## src/rtl/reg_timer_fmt_if.sv

```systemverilog
// reg_timer_fmt_if: watch time-of-day register bus (controls in, display/pulses out)
// master: drives mode/set/clear/format, observes time and pulses
// slave:  the register block itself
interface reg_timer_fmt_if;
  logic       mode;
  logic       minute_set;
  logic       hour_set;
  logic       second_clear;
  logic       hour_format;
  logic [7:0] second_data;
  logic [7:0] minute_data;
  logic [7:0] hour_data;
  logic       pm_flag;
  logic       second_tick;
  logic       minute_carry;
  logic       hour_carry;
  modport master (
    output mode, minute_set, hour_set, second_clear, hour_format,
    input  second_data, minute_data, hour_data, pm_flag, second_tick, minute_carry, hour_carry
  );
  modport slave (
    input  mode, minute_set, hour_set, second_clear, hour_format,
    output second_data, minute_data, hour_data, pm_flag, second_tick, minute_carry, hour_carry
  );
endinterface

```

## src/rtl/reg_timer_fmt.sv

```systemverilog
// reg_timer_fmt: time-of-day registers with prescaler, set mode, 12/24h and BCD/binary display
// clock, reset (async active-low)
// bus.mode 1=run 0=set; bus.minute_set/hour_set/second_clear edit in set mode; bus.hour_format 1=12h
// bus.second/minute/hour_data display values, pm_flag, second_tick, minute_carry, hour_carry pulses
module reg_timer_fmt #(
  parameter int second_cnt = 50000000,
  parameter bit BCD_OUT    = 1
) (
  input logic           clock,
  input logic           reset,
  reg_timer_fmt_if.slave bus
);
  localparam int PW = $clog2(second_cnt);
  logic [PW-1:0] pcnt;
  logic [5:0] sec, min;
  logic [4:0] hr, h12, hdisp;
  logic mode_q, tick, rise, adv, sec_wrap, min_wrap, mc_q, hc_q;
  function automatic logic [7:0] enc(input logic [5:0] v);
    return BCD_OUT ? {4'(v / 6'd10), 4'(v % 6'd10)} : {2'b00, v};
  endfunction
  assign tick     = pcnt == PW'(second_cnt - 1);
  // entering run mode restarts the second, so a tick on that same edge is swallowed
  assign rise     = bus.mode & ~mode_q;
  assign adv      = bus.mode & tick & mode_q;
  assign sec_wrap = sec == 6'd59;
  assign min_wrap = min == 6'd59;
  always_ff @(posedge clock or negedge reset) begin
    if (!reset) begin
      pcnt   <= '0;
      sec    <= '0;
      min    <= '0;
      hr     <= '0;
      mode_q <= 1'b1;
      mc_q   <= 1'b0;
      hc_q   <= 1'b0;
    end else begin
      pcnt   <= (tick | rise) ? '0 : pcnt + 1'b1;
      mode_q <= bus.mode;
      mc_q   <= adv & sec_wrap;
      hc_q   <= adv & sec_wrap & min_wrap;
      if (bus.mode) begin
        if (adv) begin
          sec <= sec_wrap ? '0 : sec + 6'd1;
          if (sec_wrap) begin
            min <= min_wrap ? '0 : min + 6'd1;
            if (min_wrap) hr <= (hr == 5'd23) ? '0 : hr + 5'd1;
          end
        end
      end else begin
        if (bus.second_clear) sec <= '0;
        if (tick & bus.minute_set) min <= min_wrap ? '0 : min + 6'd1;
        if (tick & bus.hour_set) hr <= (hr == 5'd23) ? '0 : hr + 5'd1;
      end
    end
  end
  always_comb begin
    h12   = (hr == 5'd0) ? 5'd12 : (hr > 5'd12) ? hr - 5'd12 : hr;
    hdisp = bus.hour_format ? h12 : hr;
  end
  assign bus.second_data  = enc(sec);
  assign bus.minute_data  = enc(min);
  assign bus.hour_data    = enc({1'b0, hdisp});
  assign bus.pm_flag      = hr >= 5'd12;
  assign bus.second_tick  = tick;
  assign bus.minute_carry = mc_q;
  assign bus.hour_carry   = hc_q;
endmodule
```

## src/flat_wrapper.sv

```systemverilog
// flat-port wrapper written by rule: the top's interface ports become plain ports
module reg_timer_fmt_flat 
#(
  parameter int second_cnt = 50000000,
  parameter bit BCD_OUT    = 1
)
  (clock, reset, bus_mode, bus_minute_set, bus_hour_set, bus_second_clear, bus_hour_format, bus_second_data, bus_minute_data, bus_hour_data, bus_pm_flag, bus_second_tick, bus_minute_carry, bus_hour_carry);
  reg_timer_fmt_if bus_i ();
  input logic clock;
  input logic reset;
  input wire logic [$bits(bus_i.mode)-1:0] bus_mode;
  input wire logic [$bits(bus_i.minute_set)-1:0] bus_minute_set;
  input wire logic [$bits(bus_i.hour_set)-1:0] bus_hour_set;
  input wire logic [$bits(bus_i.second_clear)-1:0] bus_second_clear;
  input wire logic [$bits(bus_i.hour_format)-1:0] bus_hour_format;
  output wire logic [$bits(bus_i.second_data)-1:0] bus_second_data;
  output wire logic [$bits(bus_i.minute_data)-1:0] bus_minute_data;
  output wire logic [$bits(bus_i.hour_data)-1:0] bus_hour_data;
  output wire logic [$bits(bus_i.pm_flag)-1:0] bus_pm_flag;
  output wire logic [$bits(bus_i.second_tick)-1:0] bus_second_tick;
  output wire logic [$bits(bus_i.minute_carry)-1:0] bus_minute_carry;
  output wire logic [$bits(bus_i.hour_carry)-1:0] bus_hour_carry;
  assign bus_i.mode = bus_mode;
  assign bus_i.minute_set = bus_minute_set;
  assign bus_i.hour_set = bus_hour_set;
  assign bus_i.second_clear = bus_second_clear;
  assign bus_i.hour_format = bus_hour_format;
  assign bus_second_data = bus_i.second_data;
  assign bus_minute_data = bus_i.minute_data;
  assign bus_hour_data = bus_i.hour_data;
  assign bus_pm_flag = bus_i.pm_flag;
  assign bus_second_tick = bus_i.second_tick;
  assign bus_minute_carry = bus_i.minute_carry;
  assign bus_hour_carry = bus_i.hour_carry;
  reg_timer_fmt #(.second_cnt(second_cnt), .BCD_OUT(BCD_OUT)) u_core (.clock(clock), .reset(reset), .bus(bus_i));
endmodule
```

## config.mk

```make
export PLATFORM = sky130hd
export DESIGN_NAME = reg_timer_fmt_flat
export DESIGN_NICKNAME = d
export VERILOG_FILES = /design/src/rtl/reg_timer_fmt_if.sv /design/src/rtl/reg_timer_fmt.sv /design/src/flat_wrapper.sv
export SDC_FILE = /design/constraint.sdc
export NUM_CORES = 1
export LEC_CHECK = 0
export CAP_MARGIN = 20
export CORE_AREA = 2 2 78 80
export DETAILED_ROUTE_END_ITERATION = 12
export DIE_AREA = 0 0 80 82
export GPL_ROUTABILITY_DRIVEN = 0
export PLACE_DENSITY = 0.82
export SYNTH_ARGS = -nofsm -noshare
export SYNTH_HDL_FRONTEND = slang
export SYNTH_SLANG_ARGS = --single-unit
```

## constraint.sdc

```tcl
create_clock -name clock -period 12.56 [get_ports clock]
set_input_delay 3.768 -clock clock [delete_from_list [all_inputs] [get_ports clock]]
set_output_delay 3.768 -clock clock [all_outputs]
set_load 0.01 [all_outputs]
```

==> results of run 1 <==
[kinds of logic after synthesis]
logic type,after synthesis,share of synthesized area (%)
buffers and inverters,38,5.32
AOI/OAI and AO/OA,71,14.9
xor gates and xnor gates,31,8.19
other,1,0.113
muxes,4,1.21
adders and majority gates,18,6.72
and+or+nand+nor,173,28.8
DFF,46,34.8
[synth_stat cells, types with 8 or more instances]
cell | number | area [um^2]
sky130_fd_sc_hd__nor2_1 | 46 | 173
sky130_fd_sc_hd__dfrtp_1 | 45 | 1130
sky130_fd_sc_hd__nand2_1 | 26 | 97.6
sky130_fd_sc_hd__nand3_1 | 25 | 125
sky130_fd_sc_hd__o21ai_0 | 21 | 105
sky130_fd_sc_hd__xor2_1 | 19 | 166
sky130_fd_sc_hd__inv_1 | 18 | 67.6
sky130_fd_sc_hd__ha_1 | 17 | 213
sky130_fd_sc_hd__a21oi_1 | 12 | 60.1
sky130_fd_sc_hd__xnor2_1 | 12 | 105
sky130_fd_sc_hd__nand2b_1 | 11 | 68.8
sky130_fd_sc_hd__nand4_1 | 10 | 62.6
sky130_fd_sc_hd__and3_1 | 8 | 50.1
sky130_fd_sc_hd__buf_2 | 8 | 40.0
sky130_fd_sc_hd__nor2b_1 | 8 | 50.1
[layer usage]
layer | vias up | routed length (um) | track usage, %
met2 | 51 | 3150 | 35.7
met4 | 0 | 97 | 6.44
met1 | 1285 | 3100 | 29.5
met3 | 9 | 203 | 3.63
li1 | 1380 | - | -
met5 | - | 0 | 0
[power groups by stage]
stage	Sequential [W]	Combinational, W	Clock, W
after floorplan	0.000161	0.0000204	0
after global placement	0.000162	0.0000282	0
after detailed placement	0.000163	0.0000292	0
after CTS	0.000160	0.0000293	0.000136
after global routing	0.000161	0.0000339	0.000143
final	0.000160	0.0000296	0.000134
[per-stage QoR]
stage,hold slack [ns],setup slack [ns],util (%),cells
global route,0.557,1.29,65.6,479
floorplan,0.475,2.85,-,385
CTS,0.524,1.61,65.2,478
detailed placement,0.512,1.61,62.7,470
finish,0.529,1.60,65.6,479
global placement,0.504,1.76,62.7,470
[worst max path at each step]
| stage | from | to | slack [ns] |
|---|---|---|---|
| 2_1_floorplan | bus_hour_format | bus_hour_data[2] | 2.85 |
| 3_3_place_gp | bus_hour_format | bus_hour_data[2] | 1.76 |
| 3_5_place_dp | bus_hour_format | bus_hour_data[2] | 1.61 |
| 4_1_cts | bus_hour_format | bus_hour_data[2] | 1.61 |
| 5_1_grt | bus_hour_format | bus_hour_data[2] | 1.29 |
| 6_report | bus_hour_format | bus_hour_data[2] | 1.60 |
[layout make-up]
cell class                 count  area, um^2
clock buffer                   6        82.6
clock inverter                 2        60.1
fill                         489        1980
inverter                      18        67.6
multi-input combinational    301        2000
sequential                    46        1150
tap                           75        93.8
timing repair buffer          31         315
[registers in the layout, indices dropped and copies added (netlist names)]
signal / flops
u_core.min: 6
u_core.bus.hour_carry: 1
u_core.pcnt: 26
u_core.sec: 6
u_core.bus.minute_carry: 1
u_core.hr: 5
u_core.mode_q: 1
==> impl_results.html, run 1 <==
<table>
<tr><th>Metric</th><th>Value</th></tr>
<tr><th colspan="2">Outcome</th></tr>
<tr><td>Result of the run</td><td>finished, final reports clean</td></tr>
<tr><th colspan="2">Power</th></tr>
<tr><td>Power share of the clock group</td><td>41.4%</td></tr>
<tr><td>Leakage dissipation</td><td>1.61 nW</td></tr>
<tr><td>IR drop worst, VDD</td><td>0.0000771 V</td></tr>
<tr><td>Combinational group share of total power</td><td>9.1%</td></tr>
<tr><td>PnR Total Power</td><td>0.000324 W</td></tr>
<tr><td>Share of power burned in registers</td><td>49.5%</td></tr>
<tr><td>Switching power total</td><td>0.0000733 W</td></tr>
<tr><td>Switching part of the total power</td><td>22.6%</td></tr>
<tr><td>Internal power of the cells</td><td>0.000251 W</td></tr>
<tr><td>Total power per unit cell area</td><td>86.1 nW/um^2</td></tr>
<tr><th colspan="2">STA</th></tr>
<tr><td>Final Setup Violations</td><td>0</td></tr>
<tr><td>Number of failing hold endpoints at the final stage</td><td>0</td></tr>
<tr><td>Setup TNS</td><td>0 ns</td></tr>
<tr><td>Fin crit period</td><td>10.96 ns</td></tr>
<tr><td>Final count of pins violating max slew</td><td>0</td></tr>
<tr><td>Pin slew with the least headroom to its limit</td><td>0.599 ns</td></tr>
<tr><td>Skew final</td><td>0.00687 ns</td></tr>
<tr><td>Setup repair after global routing missed its margin</td><td>false</td></tr>
<tr><td>Final worst path period share</td><td>87.3%</td></tr>
<tr><td>Remaining max-slew budget at the tightest pin</td><td>59.8%</td></tr>
<tr><td>Peak clock frequency supported by timing</td><td>0.0912 GHz</td></tr>
<tr><th colspan="2">Die</th></tr>
<tr><td>Rows</td><td>28</td></tr>
<tr><td>IO Pins</td><td>35</td></tr>
<tr><td>Vert. Die Dim</td><td>82 um</td></tr>
<tr><td>Die Area</td><td>6560 um^2</td></tr>
<tr><td>Floorplan die width</td><td>80 um</td></tr>
<tr><td>Core Box Area</td><td>5750 um^2</td></tr>
<tr><td>Initial standard-cell utilization of the core</td><td>57.7%</td></tr>
<tr><th colspan="2">Synthesis</th></tr>
<tr><td>Number of instances in the synthesized netlist</td><td>382</td></tr>
<tr><td>Share of synthesized flip-flops with an asynchronous set or reset</td><td>100%</td></tr>
<tr><td>Total of warnings raised by yosys</td><td>0</td></tr>
<tr><td>Average footprint of a synthesized cell</td><td>8.67 um^2</td></tr>
<tr><td>Number of synthesized flops with an enable pin</td><td>0</td></tr>
<tr><td>Synthesis-stage register bit count</td><td>46</td></tr>
<tr><td>Post-synthesis cell type count</td><td>65</td></tr>
<tr><td>Post-synthesis sequential area ratio</td><td>34.8%</td></tr>
<tr><td>Post-synth top flop</td><td>sky130_fd_sc_hd__dfrtp_1</td></tr>
<tr><td>Syn Std Cell Area</td><td>3310 um^2</td></tr>
<tr><th colspan="2">Critical path</th></tr>
<tr><td>Type of the worst setup path</td><td>input port to output port</td></tr>
<tr><td>Critical path capture point type</td><td>output port</td></tr>
<tr><td>Worst flop-to-flop path endpoint</td><td>u_core.sec[3]$_DFFE_PN0P_</td></tr>
<tr><td>Largest delay contributor family on the critical path</td><td>buffers and inverters</td></tr>
<tr><td>Required time reported for the critical path endpoint</td><td>8.79 ns</td></tr>
<tr><td>Delay of the slowest cell on the worst path</td><td>0.58 ns</td></tr>
<tr><td>Max Fanout on Critical Path</td><td>7</td></tr>
<tr><td>Arrival time at the worst endpoint</td><td>7.19 ns</td></tr>
<tr><td>WP depth</td><td>14</td></tr>
<tr><td>FF-to-FF setup slack</td><td>10.42 ns</td></tr>
<tr><td>Crit Reg-Reg Startpoint</td><td>u_core.pcnt[0]$_DFF_PN0_</td></tr>
<tr><td>Crit start category</td><td>input port</td></tr>
<tr><td>CP max-delay cell</td><td>sky130_fd_sc_hd__clkdlybuf4s50_1</td></tr>
<tr><td>Critical path, cell by cell</td><td>clkdlybuf4s50_1 -&gt; nor2_1 -&gt; a21oi_1 -&gt; nand2_1 -&gt; ha_1 -&gt; nor2b_1 -&gt; or2_2 -&gt; o221ai_1 -&gt; mux2i_1 -&gt; ha_1 -&gt; nor2_1 -&gt; a211oi_1 -&gt; a311oi_1 -&gt; clkdlybuf4s50_1</td></tr>
<tr><td>Worst R2R Path Depth</td><td>6</td></tr>
<tr><td>Buffers &amp; Inverters on Critical Path</td><td>2</td></tr>
<tr><th colspan="2">CTS</th></tr>
<tr><td>Later-pin clock latency in the skew report</td><td>0.30 ns</td></tr>
<tr><td>Clock transition at the register clock pins on the worst setup and hold paths after CTS</td><td>0.08 ns</td></tr>
<tr><td>H-Tree Level Count</td><td>2</td></tr>
<tr><td>CTS Root Buffer Type</td><td>sky130_fd_sc_hd__clkbuf_8</td></tr>
<tr><td>Number of sinks handled by clock tree synthesis</td><td>46</td></tr>
<tr><td>Count of instances resized after the clock tree is built</td><td>0</td></tr>
<tr><td>Post-CTS setup buffers</td><td>0</td></tr>
<tr><td>Clock tree from TritonCTS</td><td>yes</td></tr>
<tr><td>Number of CTS-inserted buffers</td><td>5</td></tr>
<tr><td>Hold bufs inserted after CTS</td><td>0</td></tr>
<tr><td>Maximum buffer depth of the clock tree</td><td>2</td></tr>
<tr><th colspan="2">Detailed routing</th></tr>
<tr><td>Drt via density</td><td>5.69</td></tr>
<tr><td>Post-detailed-route wirelength per cell</td><td>13.7 um</td></tr>
<tr><td>Final routed DRC violation total</td><td>0</td></tr>
<tr><td>Wire length after detailed routing</td><td>6550 um</td></tr>
<tr><td>Antenna Nets Post-Route</td><td>0</td></tr>
<tr><td>Number of vias after detailed routing</td><td>2725</td></tr>
<tr><td>Iteration-0 DRC Markers</td><td>200</td></tr>
<tr><td>Detailed-router iteration count before antenna repair</td><td>4</td></tr>
<tr><th colspan="2">Final layout</th></tr>
<tr><td>Count of nets after finishing</td><td>427</td></tr>
<tr><td>Final antenna diode count</td><td>0</td></tr>
<tr><td>Leading cell type in the layout, fill and taps excluded</td><td>sky130_fd_sc_hd__nor2_1</td></tr>
<tr><td>Post-Layout Inst Area</td><td>3770 um^2</td></tr>
<tr><td>Proportion of layout cells with a drive suffix above 1</td><td>7.67%</td></tr>
<tr><td>Layout area overhead</td><td>13.7%</td></tr>
<tr><td>Most used cells in the layout excluding fill and tap cells</td><td>sky130_fd_sc_hd__nor2_1 (46), sky130_fd_sc_hd__dfrtp_1 (45), sky130_fd_sc_hd__clkdlybuf4s50_1 (29), sky130_fd_sc_hd__nand2_1 (26), sky130_fd_sc_hd__nand3_1 (25)</td></tr>
<tr><th colspan="2">Worst hold path</th></tr>
<tr><td>Number of cells on the worst hold path</td><td>1</td></tr>
<tr><td>Min-Delay Startpoint</td><td>u_core.pcnt[0]$_DFF_PN0_</td></tr>
<tr><td>Worst Hold Class</td><td>flop to flop</td></tr>
<tr><td>WHS Endpoint</td><td>u_core.pcnt[0]$_DFF_PN0_</td></tr>
<tr><th colspan="2">Global routing</th></tr>
<tr><td>Total gr overflow</td><td>0</td></tr>
<tr><td>Vias in the first global route</td><td>2490</td></tr>
<tr><td>Initial antenna violation count</td><td>0</td></tr>
<tr><td>Wire length of the first global-routing pass</td><td>11300 um</td></tr>
<tr><td>GRT Total Usage</td><td>21.6%</td></tr>
<tr><td>Maximum number of pins on one net before global-route repair</td><td>47</td></tr>
<tr><th colspan="2">Run</th></tr>
<tr><td>Count of maximum capacitance violations</td><td>0</td></tr>
<tr><th colspan="2">Placed design</th></tr>
<tr><td>Cell area after placement</td><td>3600 um^2</td></tr>
<tr><td>Number of port buffers</td><td>30</td></tr>
<tr><td>DP HPWL</td><td>4710 um</td></tr>
</table>
No activity file was read; power rests on OpenSTA's default activity.
==> run 2: changes to the inputs <==
--- a/config.mk
+++ b/config.mk
@@ -10,6 +10,7 @@
 export DETAILED_ROUTE_END_ITERATION = 12
 export DIE_AREA = 0 0 80 82
 export GPL_ROUTABILITY_DRIVEN = 0
+export HOLD_SLACK_MARGIN = 0.03
 export PLACE_DENSITY = 0.82
 export SYNTH_ARGS = -nofsm -noshare
 export SYNTH_HDL_FRONTEND = slang
==> results of run 2 <==
No change in the layout: final DEF, timing and power equal those of run 1.
